### src/rtl/spi7001_pkg.sv
// Shared SPI7001 link definitions used by the receive monitor and the driver side.
// The scan helpers map the one-hot scan lines to a scan index.
package spi7001_pkg;

  localparam int DATA_W         = 16;
  localparam int CHIPS          = 6;
  localparam int WORDS_PER_SCAN = 64;
  localparam int ADDR_W         = 10;
  localparam int VSYNC_EDGES    = 3;
  localparam int SYNC_STAGES    = 2;

  typedef enum logic [1:0] {
    IDLE,
    LATCH,
    EMIT
  } state_t;

  function automatic logic scan_is_onehot(input logic [3:0] s);
    logic r;
    case (s)
      4'b0001, 4'b0010, 4'b0100, 4'b1000: r = 1'b1;
      default:                            r = 1'b0;
    endcase
    return r;
  endfunction

  function automatic logic [1:0] scan_to_idx(input logic [3:0] s);
    logic [1:0] r;
    case (s)
      4'b0010: r = 2'd1;
      4'b0100: r = 2'd2;
      4'b1000: r = 2'd3;
      default: r = 2'd0;
    endcase
    return r;
  endfunction

endpackage

### src/rtl/spi7001_rx_sync.sv
// Multi-stage synchroniser for the asynchronous link inputs, with one extra
// registered copy so rise/fall pulses are one I_clk cycle wide.
module spi7001_rx_sync
  import spi7001_pkg::*;
#(
  parameter int WIDTH  = 7,
  parameter int STAGES = SYNC_STAGES
) (
  input  logic             I_clk,
  input  logic             I_rst,
  input  logic [WIDTH-1:0] din,
  output logic [WIDTH-1:0] cur,
  output logic [WIDTH-1:0] rise,
  output logic [WIDTH-1:0] fall
);

  logic [WIDTH-1:0] sync_q [STAGES];
  logic [WIDTH-1:0] sync_d [STAGES];
  logic [WIDTH-1:0] prev_q, prev_d;

  assign sync_d[0] = din;
  for (genvar gi = 1; gi < STAGES; gi++) begin : g_stage
    assign sync_d[gi] = sync_q[gi-1];
  end
  assign prev_d = sync_q[STAGES-1];

  always_ff @(posedge I_clk) begin
    if (I_rst) begin
      for (int i = 0; i < STAGES; i++) sync_q[i] <= '0;
      prev_q <= '0;
    end else begin
      for (int i = 0; i < STAGES; i++) sync_q[i] <= sync_d[i];
      prev_q <= prev_d;
    end
  end

  assign cur  = sync_q[STAGES-1];
  assign rise = cur & ~prev_q;
  assign fall = ~cur & prev_q;

endmodule

### src/rtl/spi7001_rx_monitor.sv
// Receive-side SPI7001 link monitor: deserialises grayscale words, decodes LE
// commands and replays each data latch as a burst of sram-style writes.
module spi7001_rx_monitor
  import spi7001_pkg::*;
#(
  parameter int DATA_W         = spi7001_pkg::DATA_W,
  parameter int CHIPS          = spi7001_pkg::CHIPS,
  parameter int WORDS_PER_SCAN = spi7001_pkg::WORDS_PER_SCAN,
  parameter int ADDR_W         = spi7001_pkg::ADDR_W,
  parameter int VSYNC_EDGES    = spi7001_pkg::VSYNC_EDGES,
  parameter int SYNC_STAGES    = spi7001_pkg::SYNC_STAGES
) (
  input  logic              I_clk,
  input  logic              I_rst,
  input  logic              LE,
  input  logic              DCLK,
  input  logic              SDI,
  input  logic [3:0]        scan,
  output logic              o_frame,
  output logic              o_wr_en,
  output logic [ADDR_W-1:0] o_wr_addr,
  output logic [DATA_W-1:0] o_wr_data,
  output logic              o_len_err,
  output logic              o_cmd_err,
  output logic              o_scan_err
);

  localparam int BITS    = DATA_W * CHIPS;
  localparam int LATCHES = WORDS_PER_SCAN / CHIPS;
  localparam int LIDX_W  = (LATCHES > 1) ? $clog2(LATCHES) : 1;
  localparam int K_W     = (CHIPS > 1) ? $clog2(CHIPS) : 1;
  localparam int BC_W    = $clog2(BITS + 1) + 1;
  localparam int EC_W    = $clog2(VSYNC_EDGES + 1) + 1;

  logic [6:0] in_cur, in_rise, in_fall;

  spi7001_rx_sync #(
    .WIDTH (7),
    .STAGES(SYNC_STAGES)
  ) u_sync (
    .I_clk(I_clk),
    .I_rst(I_rst),
    .din  ({scan, SDI, DCLK, LE}),
    .cur  (in_cur),
    .rise (in_rise),
    .fall (in_fall)
  );

  logic       le_cur, le_rise, le_fall, dclk_rise, sdi_cur;
  logic [3:0] scan_cur;
  logic       unused_edges;

  assign le_cur       = in_cur[0];
  assign le_rise      = in_rise[0];
  assign le_fall      = in_fall[0];
  assign dclk_rise    = in_rise[1];
  assign sdi_cur      = in_cur[2];
  assign scan_cur     = in_cur[6:3];
  assign unused_edges = &{1'b0, in_cur[1], in_rise[6:2], in_fall[6:1]};

  state_t              state_q, state_d;
  logic [BITS-1:0]     shift_q, shift_d;
  logic [BITS-1:0]     buf_q, buf_d;
  logic [BC_W-1:0]     bit_cnt_q, bit_cnt_d;
  logic [EC_W-1:0]     edge_cnt_q, edge_cnt_d;
  logic [K_W-1:0]      k_q, k_d;
  logic [LIDX_W-1:0]   latch_idx_q, latch_idx_d;
  logic [1:0]          scan_idx_q, scan_idx_d;
  logic                frame_q, frame_d;
  logic                wr_en_q, wr_en_d;
  logic [ADDR_W-1:0]   wr_addr_q, wr_addr_d;
  logic [DATA_W-1:0]   wr_data_q, wr_data_d;
  logic                len_err_q, len_err_d;
  logic                cmd_err_q, cmd_err_d;
  logic                scan_err_q, scan_err_d;

  logic       latch_scan_ok;
  logic [1:0] latch_scan_idx;

  assign latch_scan_ok  = scan_is_onehot(scan_cur);
  assign latch_scan_idx = latch_scan_ok ? scan_to_idx(scan_cur) : 2'd0;

  always_comb begin
    state_d     = state_q;
    shift_d     = shift_q;
    buf_d       = buf_q;
    bit_cnt_d   = bit_cnt_q;
    edge_cnt_d  = edge_cnt_q;
    k_d         = k_q;
    latch_idx_d = latch_idx_q;
    scan_idx_d  = scan_idx_q;
    frame_d     = 1'b0;
    wr_en_d     = 1'b0;
    wr_addr_d   = '0;
    wr_data_d   = '0;
    len_err_d   = 1'b0;
    cmd_err_d   = 1'b0;
    scan_err_d  = 1'b0;

    // The shift register runs on every DCLK rise, independent of LE and FSM.
    if (dclk_rise) begin
      shift_d = {shift_q[BITS-2:0], sdi_cur};
      if (bit_cnt_q != '1) bit_cnt_d = bit_cnt_q + 1'b1;
    end

    if (le_rise) begin
      edge_cnt_d = {{(EC_W-1){1'b0}}, dclk_rise};
    end else if (le_cur && dclk_rise && (edge_cnt_q != '1)) begin
      edge_cnt_d = edge_cnt_q + 1'b1;
    end

    if (le_fall) bit_cnt_d = '0;

    case (state_q)
      IDLE: begin
        if (le_rise) state_d = LATCH;
      end

      LATCH: begin
        if (le_fall) begin
          if (edge_cnt_q <= EC_W'(1)) begin
            buf_d      = shift_q;
            k_d        = '0;
            len_err_d  = (bit_cnt_q != BC_W'(BITS));
            scan_err_d = ~latch_scan_ok;
            scan_idx_d = latch_scan_idx;
            if (latch_scan_idx != scan_idx_q) latch_idx_d = '0;
            state_d    = EMIT;
          end else if (edge_cnt_q >= EC_W'(VSYNC_EDGES)) begin
            frame_d     = 1'b1;
            latch_idx_d = '0;
            state_d     = IDLE;
          end else begin
            cmd_err_d = 1'b1;
            state_d   = IDLE;
          end
        end
      end

      EMIT: begin
        wr_en_d   = 1'b1;
        wr_addr_d = ADDR_W'(scan_idx_q) * ADDR_W'(WORDS_PER_SCAN)
                  + ADDR_W'(latch_idx_q) * ADDR_W'(CHIPS)
                  + ADDR_W'(k_q);
        wr_data_d = buf_q[BITS-1 -: DATA_W];
        buf_d     = buf_q << DATA_W;
        // A latch arriving while the previous burst is still draining is dropped.
        if (le_fall) cmd_err_d = 1'b1;
        if (k_q == K_W'(CHIPS - 1)) begin
          latch_idx_d = (latch_idx_q == LIDX_W'(LATCHES - 1)) ? '0 : latch_idx_q + 1'b1;
          state_d     = le_cur ? LATCH : IDLE;
        end else begin
          k_d = k_q + 1'b1;
        end
      end

      default: state_d = IDLE;
    endcase
  end

  always_ff @(posedge I_clk) begin
    if (I_rst) begin
      state_q     <= IDLE;
      shift_q     <= '0;
      buf_q       <= '0;
      bit_cnt_q   <= '0;
      edge_cnt_q  <= '0;
      k_q         <= '0;
      latch_idx_q <= '0;
      scan_idx_q  <= '0;
      frame_q     <= 1'b0;
      wr_en_q     <= 1'b0;
      wr_addr_q   <= '0;
      wr_data_q   <= '0;
      len_err_q   <= 1'b0;
      cmd_err_q   <= 1'b0;
      scan_err_q  <= 1'b0;
    end else begin
      state_q     <= state_d;
      shift_q     <= shift_d;
      buf_q       <= buf_d;
      bit_cnt_q   <= bit_cnt_d;
      edge_cnt_q  <= edge_cnt_d;
      k_q         <= k_d;
      latch_idx_q <= latch_idx_d;
      scan_idx_q  <= scan_idx_d;
      frame_q     <= frame_d;
      wr_en_q     <= wr_en_d;
      wr_addr_q   <= wr_addr_d;
      wr_data_q   <= wr_data_d;
      len_err_q   <= len_err_d;
      cmd_err_q   <= cmd_err_d;
      scan_err_q  <= scan_err_d;
    end
  end

  assign o_frame    = frame_q;
  assign o_wr_en    = wr_en_q;
  assign o_wr_addr  = wr_addr_q;
  assign o_wr_data  = wr_data_q;
  assign o_len_err  = len_err_q;
  assign o_cmd_err  = cmd_err_q;
  assign o_scan_err = scan_err_q;

endmodule

### config.mk
export PLATFORM = sky130hd
export DESIGN_NAME = spi7001_rx_monitor
export DESIGN_NICKNAME = d
export VERILOG_FILES = /design/src/rtl/spi7001_pkg.sv /design/src/rtl/spi7001_rx_sync.sv /design/src/rtl/spi7001_rx_monitor.sv
export SDC_FILE = /design/constraint.sdc
export NUM_CORES = 1
export LEC_CHECK = 0
export ABC_AREA = 0
export CAP_MARGIN = 0
export CORE_MARGIN = 2
export CORE_UTILIZATION = 56
export CTS_BUF_LIST = sky130_fd_sc_hd__clkbuf_4
export CTS_CLUSTER_SIZE = 16
export DETAILED_ROUTE_END_ITERATION = 16
export HOLD_SLACK_MARGIN = 0.08
export PLACE_DENSITY = 0.74
export SLEW_MARGIN = 40
export SYNTH_ARGS = -nofsm -noshare
export SYNTH_HDL_FRONTEND = slang
export SYNTH_HIERARCHICAL = 1
export SYNTH_SLANG_ARGS = --single-unit
### constraint.sdc
create_clock -name I_clk -period 3 [get_ports I_clk]
set_input_delay 0.6 -clock I_clk [delete_from_list [all_inputs] [get_ports I_clk]]
set_output_delay 0.6 -clock I_clk [all_outputs]
set_load 0.03 [all_outputs]
* Yosys cells after proc, flatten, opt, wreduce, memory -nomap -nowiden
Memories as Yosys holds them, arrays and structs flattened. Cells that the tools add are included.
Operators by class: equal/unequal tests 19, bitwise gates (word level) 11, magnitude comparators 2, reductions and logical operators 17, multiply operators 1, shift-type cells 0, add/sub/neg operators 6, div/mod/pow operators 0, mux-type cells 37
Operators by type and width (count):
- two-way mux 96 bit | 2
- one-hot mux 96 bit (2 select lines) | 1
- two-way mux 4 bit | 6
- two-way mux 7 bit | 2
- two-way mux 1 bit | 13
- one-hot mux 2 bit (3 select lines) | 2
- OR reduction 4 bit | 3
- adder 9 x 3 -> 10 bit | 1
- two-way mux 2 bit | 5
- inequality test 2 bit, second input constant | 5
- adder 8 x 7 -> 9 bit | 1
- two-way mux 3 bit | 3
- inequality test 3 bit, second input constant | 3
- AND reduction 3 bit | 3
- adder 8 x 1 -> 8 bit, second input constant | 1
- == test 4 bit, second input constant | 2
- inequality test 8 x 7 -> 1 bit, second input constant | 1
- inequality test 8 bit, second input constant | 1
- one-hot mux 4 bit (2 select lines) | 1
- adder 3 x 1 -> 3 bit, second input constant | 2
- multiplier 4 x 2 -> 6 bit, second input constant | 1
- NOT 1 bit | 6
- one-hot mux 3 bit (2 select lines) | 1
- OR reduction 2 bit | 3
- 21 further kinds | 24
Word-level totals: bits of input ports 9, register bits 247, output and inout port bits 31, memories kept 1, latch bits 0, memory bits (read-only) 0, bits in writable memories 14
Memories:
- u_sync.sync_q | depth 2, width 7, rd ports 2, clocked after Yosys merged registers in 0, write ports 2, line spi7001_rx_sync.sv:17 | logic [WIDTH-1:0] sync_q [STAGES];

* Longest topological paths before layout
An unclocked memory read counts as a cell.
depth in word-level cells 10, depth in mapped cells 9, gate-level depth less buffers 9

* Hierarchy
Netlist, hierarchy kept.
Modules (own cells, without submodules):
- spi7001_rx_monitor | cells each 990, area an instance 9848.2 um2, instances 1
- spi7001_rx_sync | cells each 58, area an instance 711.9 um2, instances 1

* Worst setup path before layout
Ideal clock, no wire load.
path kind register to register, start register edge_cnt_q[0], end register latch_idx_q[1], path buffers 0, arrival 1.962 ns, required time 2.877 ns, path slack 0.914 ns, cell stages (with the launch flop) 7, setup time 0.123 ns, path through dfxtp_1 -> ha_1 -> ha_1 -> or4b_1 -> o2111a_1 -> o21ai_2 -> mux2_1
Between the ends: longest elaborated chain between the ends 4
RTL lines:
- start, declared | line spi7001_rx_monitor.sv:65 | logic [EC_W-1:0] edge_cnt_q, edge_cnt_d;
- start signal, assigned | line spi7001_rx_monitor.sv:183 | edge_cnt_q <= edge_cnt_d;
- <= comparator 3 x 1 -> 1 bit | line spi7001_rx_monitor.sv:121 | if (edge_cnt_q <= EC_W'(1)) begin
- two-way mux 4 bit | line spi7001_rx_monitor.sv:121
- two-way mux 4 bit | line spi7001_rx_monitor.sv:120 | if (le_fall) begin
- one-hot mux 4 bit (2 select lines) | line spi7001_rx_monitor.sv:114 | case (state_q)
- end signal, assigned | line spi7001_rx_monitor.sv:185 | latch_idx_q <= latch_idx_d;
- end, declared | line spi7001_rx_monitor.sv:67 | logic [LIDX_W-1:0] latch_idx_q, latch_idx_d;
Several ways; a longest one is shown, not always the timed one. The select of a mux whose other input is x is not followed. A chain may end at the register's enable or synchronous reset.

* Worst setup path in the final report
start register edge_cnt_q[0], end register latch_idx_q[2]
Same word-level chain as after synthesis.

==> results.md <==
- Status: finished clean
- Routability cong.: 0.754
- DRT iter0 DRCs: 275
- TritonCTS clock tree: done
- Reg2Reg Depth: 7
- Placed cell count: 1232
- Critical Path Fanout Max: 7
- Reg2reg setup slack: 780 ps
- Gr ovfl total: 0
- Hold_ws: 346 ps
- Max H-tree Level: 3
- Clock Skews: 24.6 ps
- Critical path type: reg2reg
- Setup TNS after final layout: 0 ps
- IO Pins: 40
- Overall die height: 140 um
- Most used cell, CP: ha_1
- Cell depth of the worst hold path: 2
- Final hold vios: 0
- Max Cap Violations: 0
- Routed vias/inst: 5.22
- VDD IR max: 343 uV
- Final instance area: 11600 um2
- Crit start category: register
- CP Capture Type: register
- Row count: 49
- Setup WS pre-CTS: 807 ps
- First-pass GRT wire length: 30900 um
- Core area: 18000 um2
- Clock sink count: 260
- Critical path cell sequence: ha_1, ha_1, or4b_1, o2111a_1, nor2b_1, o21ai_0, o32ai_1
- Worst path max stage delay: 530 ps
- Vias in the first global route: 6835
- Clock Latency Late Sink: 640 ps
- Post-Syn Area per Cell: 10.1 um2
- Number of synthesis warnings: 6
- Post-route ant nets: 0
- Least-Margin Pin Slew: 626 ps
- Mapped Area: 10300 um2
- Number of setup violations in the final report: 0
- R2r endpoint: latch_idx_q[2]
- TritonCTS Buffers: 67
- Post-DP HPWL: 10800 um
- Die width: 140 um
- Initial Util: 0.574
- # DRC: 0
- Setup ws final: 778 ps
- Wire per inst: 13.2 um
- Mapped Cells: 1027
- Vias: 7037
- Finished Layout Cells: 1348
- Power Dens Cells: 634 nW/um2
- Full die area: 19600 um2
- Post-CTS sizing: 0
- Period utilization: 0.741
- Gr usage total: 0.186
- FMAX: 450 MHz
- Critical-path top delay cell: or4b_1
- Placed Instance Area: 10800 um2
- Fillers: 1527
- Leak: 3.99 nW
- Post-Syn Nets: 1058
- Layout Utilization: 0.646
- Clk root buf: clkbuf_4
- Overall power: 7.38 mW
- Final nets: 1103
- Layout cells sized above 1: 0.126
- Area growth syn-to-layout: 12.4%
- Port buffer count: 38
- Initial antenna violation count: 1
- DR pass1 iterations: 4
- Worst-path clk slew: 60 ps
- Worst Path Required: 3500 ps
- Largest net degree at the start of global routing: 97
- Hold_sp: I_rst
- Worst R2R Start: edge_cnt_q[0]
- # hold bufs at CTS: 0
- Rel. slew slack: 0.583
- Crit path arrival time: 2720 ps
- Hold endpoint: shift_q[45]
- CTS Buffer Depth: 3
- Setup bufs post-CTS: 0
- Final wirelength: 17900 um
- Unrepaired setup endpoints after global routing: false
- Worst Hold Class: in2reg
- Minimum clock period: 2220 ps
- Slew Viols, Final: 0
==> worst max-delay path by stage <==
stage | depth (start not counted) | startpoint | slack (ps) | end
CTS | 1 | o_wr_data[13] | 720 | o_wr_data[13]
global route | 7 | latch_idx_q[0] | 610 | o_wr_addr[6]
floorplan | 6 | edge_cnt_q[0] | 910 | latch_idx_q[1]
global placement | 6 | edge_cnt_q[0] | 850 | latch_idx_q[1]
detailed placement | 6 | edge_cnt_q[0] | 810 | latch_idx_q[1]
finish | 7 | edge_cnt_q[0] | 780 | latch_idx_q[2]
==> layout by cell type (no fill, tap or decap), types with 3 or more instances in the layout <==
cell type / count
a211oi_1: 81
a21oi_1: 14
a22oi_1: 16
and2_1: 20
buf_12: 4
buf_4: 6
clkbuf_4: 98
clkdlybuf4s50_1: 37
clkinv_1: 15
dfxtp_1: 260
ha_1: 19
inv_1: 16
mux2i_1: 180
nand2_1: 11
nand2b_1: 6
nand3_1: 7
nor2_1: 221
nor2b_1: 6
nor2b_2: 16
nor3_1: 8
nor4_1: 4
o21ai_0: 7
o21bai_1: 3
xnor2_1: 11
xor2_1: 7
==> cell type report <==
| cell class | count | area, um2 | share of cell area |
|---|---|---|---|
| well taps | 229 | 287 | 0.0246 |
| clock buffers | 98 | 736 | 0.0632 |
| flip-flops and latches | 260 | 5200 | 0.447 |
| diodes | 1 | 2.50 | 0.000215 |
| repair buffers | 49 | 518 | 0.0445 |
| inverters | 16 | 60.1 | 0.00516 |
| multi-input cells | 678 | 4760 | 0.409 |
| clock inverters | 17 | 63.8 | 0.00548 |
==> routing by layer <==
layer  vias up  routed length, um  global-route usage  share of wire
met5         -                  0                   0              0
li1       3697                  -                   -              -
met3        23                671              0.0475          0.038
met4         0                315              0.0805          0.018
met1      3219               8670               0.232           0.49
met2        98               8190               0.306           0.46
==> worst max-delay path, delay by kind of cell (launching register included) <==
kind                       cells  cell delay [ps]
DFF                            1              380
and+or+nand+nor                2              690
adders and majority gates      2              460
AOI/OAI and AO/OA              3              560
==> power by group <==
group / leakage, nW / total (mW) / switching (mW) / internal [mW]
sequential: 2.10 / 3.73 / 0.102 / 3.63
clock: 0.483 / 2.80 / 1.31 / 1.49
combinational: 1.41 / 0.845 / 0.492 / 0.353
total: 3.99 / 7.38 / 1.90 / 5.48
==> sequential cells by signal, indices dropped and copies added (netlist names) <==
register       flops
o_len_err          1
u_sync/prev_q      2
state_q            2
o_frame            1
o_wr_en            1
o_wr_addr          9
o_wr_data         16
edge_cnt_q         3
latch_idx_q        4
o_scan_err         1
bit_cnt_q          8
u_sync/sync_q     14
o_cmd_err          1
scan_idx_q         2
shift_q           96
k_q                3
buf_q             96
(Power assumes the default switching activity.)
